$ cat src/rtl/i2c_target_mc.sv
// Multi-channel I2C target: NUM_CH consecutive addresses, per-channel TX/RX byte FIFOs.
// Optional read-underflow clock stretching is enabled with I2C_TGT_CLK_STRETCH_EN.
module i2c_target_mc #(
    parameter int          NUM_CH     = 2,
    parameter logic [6:0]  BASE_ADDR  = 7'h12,
    parameter int          FIFO_DEPTH = 8,
    localparam int         CHW        = (NUM_CH > 1) ? $clog2(NUM_CH) : 1
) (
    input  logic              clk,
    input  logic              rst,
    input  logic              scl_i,
    input  logic              sda_i,
    output logic              sda_oe,
    output logic              scl_oe,
    input  logic              tx_wr,
    input  logic [CHW-1:0]    tx_ch,
    input  logic [7:0]        tx_data,
    output logic [NUM_CH-1:0] tx_full,
    input  logic              rx_rd,
    input  logic [CHW-1:0]    rx_ch,
    output logic [7:0]        rx_data,
    output logic [NUM_CH-1:0] rx_empty,
    output logic              busy,
    output logic [CHW-1:0]    act_ch,
    output logic              done
);

    localparam int AW = $clog2(FIFO_DEPTH);

    typedef enum logic [2:0] {
        IDLE, ADDR, ADDR_ACK, WR_BYTE, WR_ACK, RD_BYTE, RD_ACK, IGNORE
    } state_t;

    state_t         state, state_nxt;
    logic [3:0]     bit_cnt, bit_cnt_nxt;
    logic [7:0]     shreg, shreg_nxt;
    logic           rw, rw_nxt;
    logic           ack, ack_nxt;
    logic           stretch, stretch_nxt;
    logic           addressed, addressed_nxt;
    logic [CHW-1:0] act_ch_nxt;
    logic           load, tx_pop, rx_push;

    logic scl_s1, scl_s2, scl_d, sda_s1, sda_s2, sda_d;
    logic scl_rise, scl_fall, start_det, stop_det;

    logic [NUM_CH-1:0] tx_empty_v, rx_full_v;
    logic [7:0]        tx_head_v [NUM_CH];
    logic [7:0]        rx_head_v [NUM_CH];
    logic [7:0]        addr_diff;
    logic              addr_match;

    always_ff @(posedge clk or negedge rst) begin
        if (!rst) begin
            {scl_s1, scl_s2, scl_d} <= 3'b111;
            {sda_s1, sda_s2, sda_d} <= 3'b111;
        end else begin
            {scl_s1, scl_s2, scl_d} <= {scl_i, scl_s1, scl_s2};
            {sda_s1, sda_s2, sda_d} <= {sda_i, sda_s1, sda_s2};
        end
    end

    assign scl_rise  = scl_s2 & ~scl_d;
    assign scl_fall  = ~scl_s2 & scl_d;
    assign start_det = scl_s2 & scl_d & sda_d & ~sda_s2;
    assign stop_det  = scl_s2 & scl_d & ~sda_d & sda_s2;

    // Unsigned wrap makes addresses below BASE_ADDR land far above NUM_CH.
    assign addr_diff  = {1'b0, shreg[7:1]} - {1'b0, BASE_ADDR};
    assign addr_match = addr_diff < 8'(NUM_CH);

    always_ff @(posedge clk or negedge rst) begin
        if (!rst) begin
            state     <= IDLE;
            bit_cnt   <= '0;
            shreg     <= '0;
            rw        <= 1'b0;
            ack       <= 1'b0;
            stretch   <= 1'b0;
            addressed <= 1'b0;
            act_ch    <= '0;
        end else begin
            state     <= state_nxt;
            bit_cnt   <= bit_cnt_nxt;
            shreg     <= shreg_nxt;
            rw        <= rw_nxt;
            ack       <= ack_nxt;
            stretch   <= stretch_nxt;
            addressed <= addressed_nxt;
            act_ch    <= act_ch_nxt;
        end
    end

    always_comb begin
        state_nxt     = state;
        bit_cnt_nxt   = bit_cnt;
        shreg_nxt     = shreg;
        rw_nxt        = rw;
        ack_nxt       = ack;
        stretch_nxt   = stretch;
        addressed_nxt = addressed;
        act_ch_nxt    = act_ch;
        load          = 1'b0;
        tx_pop        = 1'b0;
        rx_push       = 1'b0;
        if (stop_det) begin
            state_nxt     = IDLE;
            stretch_nxt   = 1'b0;
            addressed_nxt = 1'b0;
        end else if (start_det) begin
            state_nxt     = ADDR;
            bit_cnt_nxt   = '0;
            stretch_nxt   = 1'b0;
            addressed_nxt = 1'b0;
        end else begin
            case (state)
                ADDR: begin
                    if (scl_rise && bit_cnt != 4'd8) begin
                        shreg_nxt   = {shreg[6:0], sda_s2};
                        bit_cnt_nxt = bit_cnt + 4'd1;
                    end else if (scl_fall && bit_cnt == 4'd8) begin
                        if (addr_match) begin
                            state_nxt     = ADDR_ACK;
                            act_ch_nxt    = addr_diff[CHW-1:0];
                            addressed_nxt = 1'b1;
                            rw_nxt        = shreg[0];
                        end else begin
                            state_nxt = IGNORE;
                        end
                    end
                end
                ADDR_ACK: begin
                    if (scl_fall) begin
                        if (rw) begin
                            load = 1'b1;
                        end else begin
                            state_nxt   = WR_BYTE;
                            bit_cnt_nxt = '0;
                        end
                    end
                end
                WR_BYTE: begin
                    if (scl_rise && bit_cnt != 4'd8) begin
                        shreg_nxt   = {shreg[6:0], sda_s2};
                        bit_cnt_nxt = bit_cnt + 4'd1;
                        if (bit_cnt == 4'd7) begin
                            ack_nxt = ~rx_full_v[act_ch];
                            rx_push = ~rx_full_v[act_ch];
                        end
                    end else if (scl_fall && bit_cnt == 4'd8) begin
                        state_nxt = ack ? WR_ACK : IGNORE;
                    end
                end
                WR_ACK: begin
                    if (scl_fall) begin
                        state_nxt   = WR_BYTE;
                        bit_cnt_nxt = '0;
                    end
                end
                RD_BYTE: begin
                    if (stretch) begin
                        if (!tx_empty_v[act_ch]) begin
                            tx_pop      = 1'b1;
                            shreg_nxt   = tx_head_v[act_ch];
                            stretch_nxt = 1'b0;
                        end
                    end else if (scl_rise && bit_cnt != 4'd8) begin
                        bit_cnt_nxt = bit_cnt + 4'd1;
                    end else if (scl_fall) begin
                        if (bit_cnt == 4'd8) state_nxt = RD_ACK;
                        else                 shreg_nxt = {shreg[6:0], 1'b1};
                    end
                end
                RD_ACK: begin
                    if (scl_rise) ack_nxt = ~sda_s2;
                    else if (scl_fall) begin
                        if (ack) load = 1'b1;
                        else     state_nxt = IGNORE;
                    end
                end
                default: ;
            endcase
        end
        // Shared pop point for the address-ACK and data-ACK exits of a read.
        if (load) begin
            state_nxt   = RD_BYTE;
            bit_cnt_nxt = '0;
            if (!tx_empty_v[act_ch]) begin
                tx_pop    = 1'b1;
                shreg_nxt = tx_head_v[act_ch];
            end else begin
`ifdef I2C_TGT_CLK_STRETCH_EN
                stretch_nxt = 1'b1;
`else
                shreg_nxt = 8'hFF;
`endif
            end
        end
    end

    always_comb begin
        sda_oe = 1'b0;
        case (state)
            ADDR_ACK, WR_ACK: sda_oe = 1'b1;
            RD_BYTE:          sda_oe = ~stretch & ~shreg[7];
            default:          sda_oe = 1'b0;
        endcase
        busy = addressed && (state != IDLE) && (state != IGNORE);
        done = stop_det & addressed;
`ifdef I2C_TGT_CLK_STRETCH_EN
        scl_oe = stretch;
`else
        scl_oe = 1'b0;
`endif
    end

    for (genvar k = 0; k < NUM_CH; k++) begin : g_ch
        logic [7:0] tx_mem [FIFO_DEPTH];
        logic [7:0] rx_mem [FIFO_DEPTH];
        logic [AW:0] tx_wp, tx_rp, rx_wp, rx_rp;
        logic tx_we, tx_re, rx_we, rx_re;

        assign tx_full[k]    = (tx_wp[AW] != tx_rp[AW]) && (tx_wp[AW-1:0] == tx_rp[AW-1:0]);
        assign tx_empty_v[k] = (tx_wp == tx_rp);
        assign rx_full_v[k]  = (rx_wp[AW] != rx_rp[AW]) && (rx_wp[AW-1:0] == rx_rp[AW-1:0]);
        assign rx_empty[k]   = (rx_wp == rx_rp);

        assign tx_we = tx_wr && (tx_ch == CHW'(k)) && !tx_full[k];
        assign tx_re = tx_pop && (act_ch == CHW'(k)) && !tx_empty_v[k];
        assign rx_we = rx_push && (act_ch == CHW'(k)) && !rx_full_v[k];
        assign rx_re = rx_rd && (rx_ch == CHW'(k)) && !rx_empty[k];

        assign tx_head_v[k] = tx_mem[tx_rp[AW-1:0]];
        assign rx_head_v[k] = rx_mem[rx_rp[AW-1:0]];

        always_ff @(posedge clk or negedge rst) begin
            if (!rst) begin
                tx_wp <= '0;
                tx_rp <= '0;
                rx_wp <= '0;
                rx_rp <= '0;
            end else begin
                if (tx_we) tx_wp <= tx_wp + (AW+1)'(1);
                if (tx_re) tx_rp <= tx_rp + (AW+1)'(1);
                if (rx_we) rx_wp <= rx_wp + (AW+1)'(1);
                if (rx_re) rx_rp <= rx_rp + (AW+1)'(1);
            end
        end

        always_ff @(posedge clk) begin
            if (tx_we) tx_mem[tx_wp[AW-1:0]] <= tx_data;
            if (rx_we) rx_mem[rx_wp[AW-1:0]] <= {shreg[6:0], sda_s2};
        end
    end

    assign rx_data = rx_head_v[rx_ch];

endmodule
$ cat config.mk
export PLATFORM = sky130hd
export DESIGN_NAME = i2c_target_mc
export DESIGN_NICKNAME = d
export VERILOG_FILES = /design/src/rtl/i2c_target_mc.sv
export SDC_FILE = /design/constraint.sdc
export NUM_CORES = 1
export LEC_CHECK = 0
export CAP_MARGIN = 20
export CORE_MARGIN = 3
export CORE_UTILIZATION = 34
export CTS_BUF_LIST = sky130_fd_sc_hd__clkbuf_4 sky130_fd_sc_hd__clkbuf_8
export CTS_CLUSTER_SIZE = 12
export DETAILED_ROUTE_END_ITERATION = 8
export PLACE_DENSITY = 0.58
export SYNTH_ARGS = -nofsm -noshare
export SYNTH_HDL_FRONTEND = slang
export SYNTH_SLANG_ARGS = --single-unit
$ cat constraint.sdc
create_clock -name clk -period 8.42 [get_ports clk]
set_input_delay 1.684 -clock clk [delete_from_list [all_inputs] [get_ports clk]]
set_output_delay 1.684 -clock clk [all_outputs]
set_load 0.005 [all_outputs]
==> run metrics <==
CP most frequent cell=clkdlybuf4s50_1; Final period util=59.18%; Core ar.=38,110 um2; top-count cell post-synth=edfxtp_1; Setup crit start kind=primary input; compound-cell area share of the yosys netlist=between 4 and 5%; wire per inst=about 20 um; register bit total from synthesis=approximately 310; Antenna diodes=0; Final setup viols=0; synthesized area per cell=17.18 um2; clock skew=0.01824 ns; CP cell instances=clkdlybuf4s50_1 -> a211oi_1 -> a21oi_1 -> clkdlybuf4s50_1; post-synthesis simple-gate area fraction=6.570%; Clock Tree Root=clkbuf_8; top cell type's share of synthesized area=between 50% and 60%; CP max-delay cell=clkdlybuf4s50_1; routed vias/inst=between 5 and 6; top_reg_cell synth=edfxtp_1; vias=around 6,900; layout cell share with drive strength beyond 1=19.68%; clock tree buffer depth=3; ys async rst share=18.47%; I/O Buffers=31; crit path max fanout=18; worst vdd ir=0.1279 mV; CP max stage delay=0.83 ns; LEAKAGE=5.103 nW; max-cap viol count=0; layout net count=853; cell taking the most area after synthesis=edfxtp_1; grt total ovfl=0; HP Class=flip-flop to flip-flop; clock slew at reported path FFs=0.06 ns; H-tree Lvls=2; setup TNS=0 ns; max_slew headroom=31.71%; setup bufs post-CTS=0; Min Clock Period, post-route=between 4 and 5 ns; io pins=33; Hold Buf Count CTS=0; outcome=finished, final reports clean; Post-Syn Nets=803; Worst-Skew Late Latency=0.57 ns; post-detailed-route count of antenna-violating nets=0; unrepaired setup endpoints after global routing=false; Total Power=just under 0.004 W; Mapped Cells=776; XOR/XNOR share of the synthesized area=2.825%; Rows=71; placed wire-length estimate=17.29 mm; Worst Path Buf+Inv=2; vias in the first global route=7,039; synth top area cells=edfxtp_1 (58%), dfrtp_1 (9.8%), mux4_2 (7.3%), mux4_1 (4.1%), xnor2_1 (1.6%); distinct cell type count after synthesis=between 60 and 70; Initial Utilization=34.98%; initial antenna violation count=0; Seq/Total Area, Yosys=68.61%; largest net degree at the start of global routing=slightly below 60; Fin. Hold Viols=0; Die W=between 200 and 250 um; Die Footprint=41,620 um2; Worst setup EP type=output port; CTS tree=done; initial drt markers=about 470; fin util=between 30% and 40%; RePlAce Congestion=0.7537; yosys warns=0; Top Family by Delay on Critical Path=buffers and inverters; Post-synth EDFFs=roughly 260; largest family of logic cells by synthesized area=multiplexers; Area Overhead vs Synth=13.18%; Worst-Margin Slew=1.024 ns; Worst EP arrival=3.30 ns; Resized Gates After CTS=0; Filler cells=roughly 3,500; first-pass GRT wire length=43.26 mm; Tot GR Track Use=13.59%; Synth top cells by count=edfxtp_1 (256), dfrtp_1 (52), mux4_2 (43); WP data required=~6.7 ns; CTS Sinks=314; Post-Route Hold Slack=between 0.3 and 0.4 ns; CTS buffer count=between 40 and 50; final wirelength=between 20 and 30 mm; Slew Limit Fails=0; Adder-Cell Fraction of Synth Area=under 10%; crit path kind=primary input to output port; TritonRoute pass-1 iters=5; Mapped Area=13,330 um2; post-synthesis mux area share=14.17%; Power Dens Cells=257.2 nW/um2; f_max=between 200 and 250 MHz; overall die height=204.0 um; DRC violation count after routing=0
[kinds of logic after synthesis]
logic type | count (synthesis)
flops | 314
simple gates | 170
mux | 98
xor+xnor | 43
buf+inv | 53
compound gates | 86
other cells | 1
fa+ha+maj | 11
[final cells by class]
cell class                      count  area, um2  area share (%)
Clock inverter                     16      71.32          0.4727
Clock buffer                       72      865.8           5.739
Sequential cell                   314       9146           60.62
Timing Repair Buffer               43      395.4           2.621
Tap cell                          511      639.4           4.238
Multi-Input combinational cell    409       3931           26.06
Inverter                           10      37.54          0.2488
[placed cells by master, fill, tap and decap left out, drive strengths merged, types with 8 or more instances in the layout]
cell type / netlist / layout
a211oi: 9 / 9
a21oi: 17 / 17
buf: 21 / 13
clkbuf: 22 / 72
clkdlybuf4s50: 0 / 30
clkinv: 1 / 17
dfrtp: 52 / 52
edfxtp: 256 / 256
ha: 11 / 11
inv: 9 / 9
mux2: 20 / 20
mux2i: 14 / 14
mux4: 64 / 64
nand2: 38 / 38
nand2b: 23 / 23
nand3: 8 / 8
nand4: 9 / 9
nor2: 42 / 42
nor2b: 9 / 9
nor3: 13 / 13
o21ai: 9 / 9
xnor2: 25 / 25
xor2: 18 / 18
[registers in the layout, summed over array words and instances, names as in the netlist, 3 cells and up]
signal and cells:
state 3, shreg 8, g_ch.tx_mem 128, g_ch.rx_rp 8
g_ch.tx_wp 8, g_ch.tx_rp 8, g_ch.rx_wp 8, bit_cnt 4
g_ch.rx_mem 128
[power breakdown]
part	total [W]	internal (W)	switching (W)
Clock	0.00123	0.000658	0.000572
Combinational	0.000584	0.000297	0.000286
Sequential	0.00207	0.00185	0.000216
[metrics by stage]
step / instance area, um2 / setup WS (ns) / instances
final: 15090 / 3.437 / 1375
after global routing: 15090 / 3.288 / 1375
after CTS: 15090 / 3.419 / 1375
after detailed placement: 14150 / 3.418 / 1287
after global placement: 14150 / 3.494 / 1287
after floorplan: 13330 / 4.307 / 776
[metal layers]
layer,track usage (%),vias to the layer above,wire (um)
met5,0,-,0
li1,-,3194,-
met4,3.367,0,363
met3,2.660,38,1419
met2,21.51,165,13210
met1,19.48,3543,12710
[final timing paths]
kind                                              start                        endpoint  slack, ns  cells past startpoint
setup / recovery                                  rx_ch                      rx_data[3]       3.44                      4
hold / removal                         sda_s1$_DFF_PN1_                sda_s2$_DFF_PN1_       0.36                      0
setup reg to reg           g_ch[1].tx_rp[1]$_DFFE_PN0P_  g_ch[1].tx_mem[7][2]$_DFFE_PP_       5.16                      4
hold reg to reg                        sda_s1$_DFF_PN1_                sda_s2$_DFF_PN1_       0.36                      0
max in group asynchronous                           rst            shreg[4]$_DFFE_PN0P_       6.58                      2
min in group asynchronous                           rst    g_ch[1].rx_wp[2]$_DFFE_PN0P_       1.27                      2
(Power assumes the default switching activity.)
